[config.mk]
export PLATFORM = sky130hd
export DESIGN_NAME = store64_ser
export DESIGN_NICKNAME = d
export VERILOG_FILES = /design/src/rtl/store64_ser.sv
export SDC_FILE = /design/constraint.sdc
export NUM_CORES = 1
export LEC_CHECK = 0
export CAP_MARGIN = 20
export CORE_ASPECT_RATIO = 1.25
export CORE_UTILIZATION = 49
export CTS_CLUSTER_DIAMETER = 30
export CTS_CLUSTER_SIZE = 10
export DETAILED_ROUTE_END_ITERATION = 12
export GPL_ROUTABILITY_DRIVEN = 0
export PLACE_DENSITY = 0.8
export SLEW_MARGIN = 30
export SYNTH_ARGS = -nofsm -noshare
export SYNTH_HDL_FRONTEND = slang
export SYNTH_SLANG_ARGS = --single-unit
[constraint.sdc]
create_clock -name i_clk -period 2.05 [get_ports i_clk]
set_input_delay 0.41 -clock i_clk [delete_from_list [all_inputs] [get_ports i_clk]]
set_output_delay 0.41 -clock i_clk [all_outputs]
set_load 0.005 [all_outputs]
[src/rtl/store64_ser.sv]
// store64_ser: serializes a 64-bit Keccak lane into bytes, LSB first.
// Inverse of the little-endian lane load. Bytes leave on a valid/ready
// stream; a new lane can be accepted on the last-byte handshake, so lanes
// stream back-to-back without a bubble.
// Optional feature macro: STORE64_PARTIAL_EN adds i_nbyte (byte count - 1)
// so a short final lane can be emitted when squeezing SHAKE output.
// Without it every lane is 8 bytes.
module store64_ser #(
  parameter int BW_DATA = 64
) (
  input  logic               i_clk,
  input  logic               i_rstn,
  input  logic [BW_DATA-1:0] i_data,
  input  logic               i_valid,
  output logic               o_ready,
  output logic [7:0]         o_byte,
  output logic               o_valid,
  input  logic               i_ready,
  output logic               o_last
`ifdef STORE64_PARTIAL_EN
  ,
  input  logic [2:0]         i_nbyte
`endif
);

  localparam int NB = BW_DATA / 8;

  typedef enum logic {
    IDLE  = 1'b0,
    SHIFT = 1'b1
  } state_t;

  state_t             state_reg, state_next;
  logic [BW_DATA-1:0] shift_reg, shift_next;
  logic [2:0]         cnt_reg, cnt_next;
  logic [BW_DATA-1:0] shifted;
  logic [2:0]         lane_cnt_init;
  logic               out_hs;
  logic               in_hs;

  // Byte-wise right shift by one byte; the top byte fills with zero.
  generate
    for (genvar gi = 0; gi < NB; gi++) begin : g_shift
      if (gi < NB - 1) begin : g_mid
        assign shifted[8*gi +: 8] = shift_reg[8*(gi+1) +: 8];
      end else begin : g_top
        assign shifted[8*gi +: 8] = 8'h00;
      end
    end
  endgenerate

  // Number of bytes minus one for the lane being accepted.
`ifdef STORE64_PARTIAL_EN
  assign lane_cnt_init = i_nbyte;
`else
  assign lane_cnt_init = 3'd7;
`endif

  // State, shift register and byte counter; cleared by the active-low reset.
  always_ff @(posedge i_clk) begin
    if (!i_rstn) begin
      state_reg <= IDLE;
      shift_reg <= '0;
      cnt_reg   <= 3'd0;
    end else begin
      state_reg <= state_next;
      shift_reg <= shift_next;
      cnt_reg   <= cnt_next;
    end
  end

  // Handshakes, stream outputs and next-state selection.
  always_comb begin
    state_next = state_reg;
    shift_next = shift_reg;
    cnt_next   = cnt_reg;

    o_valid = (state_reg == SHIFT);
    o_byte  = shift_reg[7:0];
    o_last  = o_valid && (cnt_reg == 3'd0);
    out_hs  = o_valid && i_ready;
    // Ready while empty, or while the final byte is leaving this cycle.
    o_ready = !o_valid || (out_hs && o_last);
    in_hs   = i_valid && o_ready;

    if (in_hs) begin
      // A new lane wins over the return to IDLE on the last-byte handshake.
      shift_next = i_data;
      cnt_next   = lane_cnt_init;
      state_next = SHIFT;
    end else if (out_hs) begin
      if (o_last) begin
        state_next = IDLE;
      end else begin
        shift_next = shifted;
        cnt_next   = cnt_reg - 3'd1;
      end
    end
  end

endmodule
==> run metrics, run 1 <==
setup TNS=0 ps; Leak=1.51 nW; CTS buffer count=9; vias in the first global route=2433; wire per inst=17.3 um; commonest non-fill, non-tap cell in the layout=clkdlybuf4s50_1; Req. time, crit path=2280 ps; H-tree depth=3; critical path endpoint=shift_reg[40]$_SDFFE_PN0P_; port bufs=78; drt first pass iters=4; Switching Share=0.267; Synth Area per Inst=11.3 um2; Area contributors post-synth=dfxtp_1 (44%), o221a_2 (16%), o31a_1 (16%); Die W=73.0 um; Vias/cell=6.05; IO Count=79; Row Count=31; cell repeated most along the worst path=buf_12; Fin. Hold Viols=0; CP Launch Type=flip-flop; period utilization=0.930; Max Slew Vio Count=0; most frequent cells in the layout=clkdlybuf4s50_1 (75), dfxtp_1 (67), o31a_1 (56); Slew @ Worst Pin=314 ps; Clock Latency Late Sink=340 ps; Post-synth EDFFs=0; unique cell type count in the Yosys netlist=28; antenna-violating nets left=0; die height=90.7 um; Synth Warn #=0; cell taking the most area after synthesis=dfxtp_1; sequential group share of total power=0.443; status=finished clean; crit end category=flip-flop; final setup violation count=0; DP HPWL=4480 um; die footprint=6620 um2; Mapped Cells=274; Clock Power Share=0.335; RR Startpoint=cnt_reg[1]$_SDFFE_PN0P_; Max Cap Viol=0; Cell Area, Synth=3090 um2; Sink Count=68; internal power=0.00261 W; Worst Path Arrival=2130 ps; cell at the slowest stage of the critical path=dfxtp_1; RSZ-0062 raised after global routing=no; top_reg_cell synth=dfxtp_1; CP Launch Point=cnt_reg[1]$_SDFFE_PN0P_; CTS hold repair buffers=0; Worst-path clk slew=80 ps; layout cells sized above 1=0.252; slack of the worst reg-to-reg path=140 ps; worst-path maximum fanout=59; worst r2r dst=shift_reg[40]$_SDFFE_PN0P_; number of synthesized register bits=68; Initial DRC Count=251; Crit path largest cell delay=310 ps; Max clock buf depth=2; P_sw=0.000947 W; Final min period=1910 ps; initial antenna violation count=0; vias=2534; global-route wire length before repair=11800 um; Layout Utilization=0.685; Power Dens Cells=874 nW/um2; initial core utilization=0.520; Slew HR=0.789; ANT cells=0; grt ovf=0; Fillers=497; DRC Markers=0; pin count of the biggest net entering global routing=60; combinational share of power=0.222; Tot GR Track Use=0.230; sequential-to-total area share from yosys stat=0.441; WL final=7250 um; TritonCTS clock tree=built; asr flop ratio synth=0; synth-to-layout area growth=31.8%; Final Skew=13.3 ps; VDD IR max=0.671 mV; Syn Nets=344; max reg flops=64; core area=5930 um2; Nets=402; r2r worst-path depth=8; CP Cell Sequence=inv_2 > ha_4 > nor2b_4 > buf_4 > buf_12 > a31oi_4 > buf_12 > o221a_2; top cell type's share of synthesized area=0.441; critical path class=flip-flop to flip-flop; highest clock rate=524 MHz; root buffer cell=clkbuf_8; Min-Delay Path Class=flip-flop to flip-flop
power by group through the flow:
stage               sequential [W]  combinational (W)  clock, W
finish                     0.00157           0.000790   0.00119
global placement           0.00159           0.000752         0
CTS                        0.00157           0.000785   0.00121
global route               0.00159           0.000846   0.00128
detailed placement         0.00160           0.000767         0
floorplan                  0.00157           0.000536         0
how the worst min path moves through the flow:
stage / from / end / slack (ps) / depth (start not counted)
floorplan: shift_reg[56]$_SDFFE_PN0P_ / shift_reg[56]$_SDFFE_PN0P_ / 450 / 2
global placement: shift_reg[58]$_SDFFE_PN0P_ / shift_reg[58]$_SDFFE_PN0P_ / 460 / 2
detailed placement: shift_reg[61]$_SDFFE_PN0P_ / shift_reg[61]$_SDFFE_PN0P_ / 460 / 2
CTS: shift_reg[61]$_SDFFE_PN0P_ / shift_reg[61]$_SDFFE_PN0P_ / 470 / 2
global route: shift_reg[56]$_SDFFE_PN0P_ / shift_reg[56]$_SDFFE_PN0P_ / 490 / 2
finish: shift_reg[61]$_SDFFE_PN0P_ / shift_reg[61]$_SDFFE_PN0P_ / 470 / 2
repair_timing:
action,in CTS,in global routing
resized for setup,9,0
setup endpoints to repair,2,0
buffers inserted,1,0
hold endpoints to repair,0,0
synth_stat cells (2+ instances only):
| library cell | n |
|---|---|
| o221a_1 | 11 |
| ha_1 | 2 |
| nand2_1 | 19 |
| buf_6 | 13 |
| o221a_2 | 45 |
| a21boi_0 | 2 |
| buf_2 | 6 |
| o21ai_0 | 2 |
| o21a_1 | 2 |
| o31a_1 | 56 |
| buf_4 | 8 |
| inv_1 | 4 |
| o22ai_1 | 8 |
| clkbuf_1 | 15 |
| dfxtp_1 | 68 |
kinds of logic (layout without fill, tap and decap cells):
| kind of cell | Yosys count | in the layout | share of synthesized area |
|---|---|---|---|
| AOI/OAI and AO/OA | 131 | 131 | 0.409 |
| adders and majority gates | 2 | 2 | 0.00811 |
| buffers and inverters | 47 | 110 | 0.101 |
| DFF | 68 | 68 | 0.441 |
| muxes | 1 | 1 | 0.00365 |
| and+or+nand+nor | 25 | 25 | 0.0369 |
layer usage:
layer / share of wire / GRT usage
met2: 0.48 / 0.343
met5: 0 / 0
met1: 0.46 / 0.308
met3: 0.046 / 0.0491
met4: 0.022 / 0.116
critical path: cells and delay by family, from the launching register on:
| kind | cells | cell delay, ps |
|---|---|---|
| buffers and inverters | 4 | 670 |
| flip-flops | 1 | 310 |
| adder cells (fa/ha/maj) | 1 | 160 |
| AND/OR/NAND/NOR | 1 | 170 |
| AO/OA/AOI/OAI | 2 | 430 |
metrics by stage:
stage | cell area [um2] | hold WS (ps) | setup slack (ps) | total power, W | instances
after floorplan | 3090 | 446 | 342 | 0.00210 | 274
after global placement | 3820 | 456 | 86.9 | 0.00235 | 402
after detailed placement | 3820 | 458 | 63.3 | 0.00236 | 402
after CTS | 4070 | 469 | 140 | 0.00356 | 419
after global routing | 4070 | 487 | 73.3 | 0.00372 | 419
final | 4070 | 471 | 143 | 0.00355 | 419
area by class of cell:
cell class | instances | area, um2 | share of cell area
Clock buffer | 13 | 179 | 0.0440
Clock inverter | 3 | 42.5 | 0.0105
Inverter | 4 | 15.0 | 0.00369
Multi-Input combinational cell | 159 | 1440 | 0.354
Sequential cell | 68 | 1360 | 0.335
Tap cell | 82 | 103 | 0.0252
Timing Repair Buffer | 90 | 926 | 0.228
Power figures use the tool's default switching activity.
==> run 2, diff against run 1 <==
--- a/config.mk
+++ b/config.mk
@@ -5,7 +5,7 @@
 export SDC_FILE = /design/constraint.sdc
 export NUM_CORES = 1
 export LEC_CHECK = 0
-export CAP_MARGIN = 20
+export CAP_MARGIN = 5
 export CORE_ASPECT_RATIO = 1.25
 export CORE_UTILIZATION = 49
 export CTS_CLUSTER_DIAMETER = 30
==> results of run 2 <==
No change in the layout: final DEF, timing and power equal those of run 1.
==> run 3, diff against run 2 <==
--- a/config.mk
+++ b/config.mk
@@ -12,7 +12,7 @@
 export CTS_CLUSTER_SIZE = 10
 export DETAILED_ROUTE_END_ITERATION = 12
 export GPL_ROUTABILITY_DRIVEN = 0
-export PLACE_DENSITY = 0.8
+export PLACE_DENSITY = 0.85
 export SLEW_MARGIN = 30
 export SYNTH_ARGS = -nofsm -noshare
 export SYNTH_HDL_FRONTEND = slang
==> run 3 against run 2 <==
- sequential power about the same
- die area stayed put
- routed wire length rose by 0.81%
- global-route usage rose by 0.44 points
- non-clock buffer count fell by 1
- worst hold slack improved by 3.2 ps
- clock skew decreased by 2.6 ps
- register-to-register slack improved by 70 ps
==> run metrics, run 3 (synthesis gave the netlist of run 1 again) <==
status=finished clean (unchanged); Row Count=31 (unchanged); Clock Latency Late Sink=350 ps (was 340 ps); synth-to-layout area growth=32.8% (was 31.8%); FF/Latch Area=1360 um2 (unchanged); vias=2545 (was 2534); critical path class=flip-flop to primary output (was flip-flop to flip-flop); r2r worst-path depth=8 (unchanged); DRT met1 WL=3260 um (was 3310 um); VDD IR max=0.672 mV (was 0.671 mV); WL final=7310 um (was 7250 um); met2 WL=3490 um (was 3450 um); H-tree depth=3 (unchanged); Initial DRC Count=210 (was 251); vias in the first global route=2446 (was 2433); Worst-path clk slew=70 ps (was 80 ps); initial antenna violation count=0 (unchanged); root buffer cell=clkbuf_8 (unchanged); Multi-input gate area=1440 um2 (unchanged); worst-path maximum fanout=4 (was 59); Leak=1.51 nW (about the same); initial core utilization=0.520 (unchanged); ANT cells=0 (unchanged); grt ovf=0 (unchanged); core area=5930 um2 (unchanged); RSZ-0062 raised after global routing=no (unchanged); port bufs=78 (unchanged); commonest non-fill, non-tap cell in the layout=clkdlybuf4s50_1 (unchanged); layout cells sized above 1=0.250 (was 0.252); DP HPWL=4530 um (was 4480 um); CP Launch Type=flip-flop (unchanged); top sig layer=met4 (unchanged); Crit path largest cell delay=340 ps (was 310 ps); die height=90.7 um (unchanged); max reg flops=64 (unchanged); cell at the slowest stage of the critical path=dfxtp_2 (was dfxtp_1); setup TNS=0 ps (unchanged); highest clock rate=531 MHz (was 524 MHz); Sink Count=68 (unchanged); crit end category=primary output (was flip-flop); period utilization=0.918 (was 0.930); antenna-violating nets left=0 (unchanged); IO Count=79 (unchanged); DRC Markers=0 (unchanged); Max clock buf depth=2 (unchanged); CP Cell Sequence=inv_2 > ha_4 > nor2b_4 > a21boi_2 > inv_1 > dlygate4sd2_1 (was inv_2 > ha_4 > nor2b_4 > buf_4 > buf_12 > a31oi_4 > buf_12 > o221a_2); slack of the worst reg-to-reg path=210 ps (was 140 ps); Req. time, crit path=1640 ps (was 2280 ps); Power Dens Cells=891 nW/um2 (was 874 nW/um2); Min-Delay Path Class=flip-flop to flip-flop (unchanged); worst hold path cell count=2 (unchanged); Tot GR Track Use=0.234 (was 0.230); placed cells=401 (was 402); Max Slew Vio Count=0 (unchanged); pin count of the biggest net entering global routing=78 (was 60); worst slack, placed=40.0 ps (was 63.3 ps); Die W=73.0 um (unchanged); TritonCTS clock tree=built (unchanged); Fin. Hold Viols=0 (unchanged); final setup violation count=0 (unchanged); Slew @ Worst Pin=322 ps (was 314 ps); Fillers=451 (was 497); global-route wire length before repair=12000 um (was 11800 um); Max Cap Viol=0 (unchanged); Worst Path Arrival=1470 ps (was 2130 ps); Slew HR=0.785 (was 0.789); die footprint=6620 um2 (unchanged); Final Skew=10.7 ps (was 13.3 ps); Final Worst Setup Slack=167 ps (was 143 ps); Layout Cells excl Fill=418 (was 419); Final Power=0.00365 W (was 0.00355 W); wire per inst=17.5 um (was 17.3 um); drt first pass iters=4 (unchanged); routed length on met3=424 um (was 333 um); Final min period=1880 ps (was 1910 ps); most frequent cells in the layout=clkdlybuf4s50_1 (75), dfxtp_1 (67), o31a_1 (56) (unchanged); Vias/cell=6.09 (was 6.05); CTS buffer count=9 (unchanged); Nets=401 (was 402)
[run 3: cell types whose count changed in the layout (fill, tap and decap cells not counted), sizes merged]
cell      delta
buf          -1
clkinvlp     +1
clkbuf       -2
bufinv       +1
[run 3: critical path: cells and delay by family, from the launching register on]
kind	cells	cell delay, ps
buffers and inverters	3	350
DFF	1	340
adders and majority gates	1	160
AOI/OAI and AO/OA	1	140
and+or+nand+nor	1	130
[run 3: cell type report]
cell class	instances	area share
Inverter	4	0.00366
Tap cell	82	0.0250
Timing Repair Buffer	89	0.230
Sequential cell	68	0.332
Clock buffer	11	0.0369
Clock inverter	5	0.0205
Multi-Input combinational cell	159	0.351
[run 3: report_power, final]
group / switching, W / internal [W]
logic: 0.000352 / 0.000446
registers: 0.0000943 / 0.00148
clock network: 0.000527 / 0.000753
[run 3: per-layer routing]
metal / up-vias / GRT usage
met5: - / 0
met4: 0 / 0.0980
li1: 1222 / -
met3: 14 / 0.0714
met2: 70 / 0.359
met1: 1239 / 0.301
[run 3: metrics by stage]
stage	utilization	cell area, um2	hold slack (ps)
floorplan	-	3090	446
global placement	0.647	3840	456
detailed placement	0.647	3840	461
CTS	0.691	4100	474
global route	0.691	4100	487
finish	0.691	4100	474
[run 3: path summary, 6_finish.rpt]
kind / startpoint / end
setup / recovery: cnt_reg[0]$_SDFFE_PN0P_ / o_ready
hold / removal: shift_reg[57]$_SDFFE_PN0P_ / shift_reg[57]$_SDFFE_PN0P_
setup reg to reg: cnt_reg[0]$_SDFFE_PN0P_ / shift_reg[26]$_SDFFE_PN0P_
hold reg to reg: shift_reg[57]$_SDFFE_PN0P_ / shift_reg[57]$_SDFFE_PN0P_
[run 3: what timing repair did]
item | in CTS | in global routing
buffers inserted | 1 | 0
resized for setup | 9 | 0
endpoints found under the hold margin | 0 | 0
hold buffers | 0 | 0
setup endpoints to repair | 2 | 0
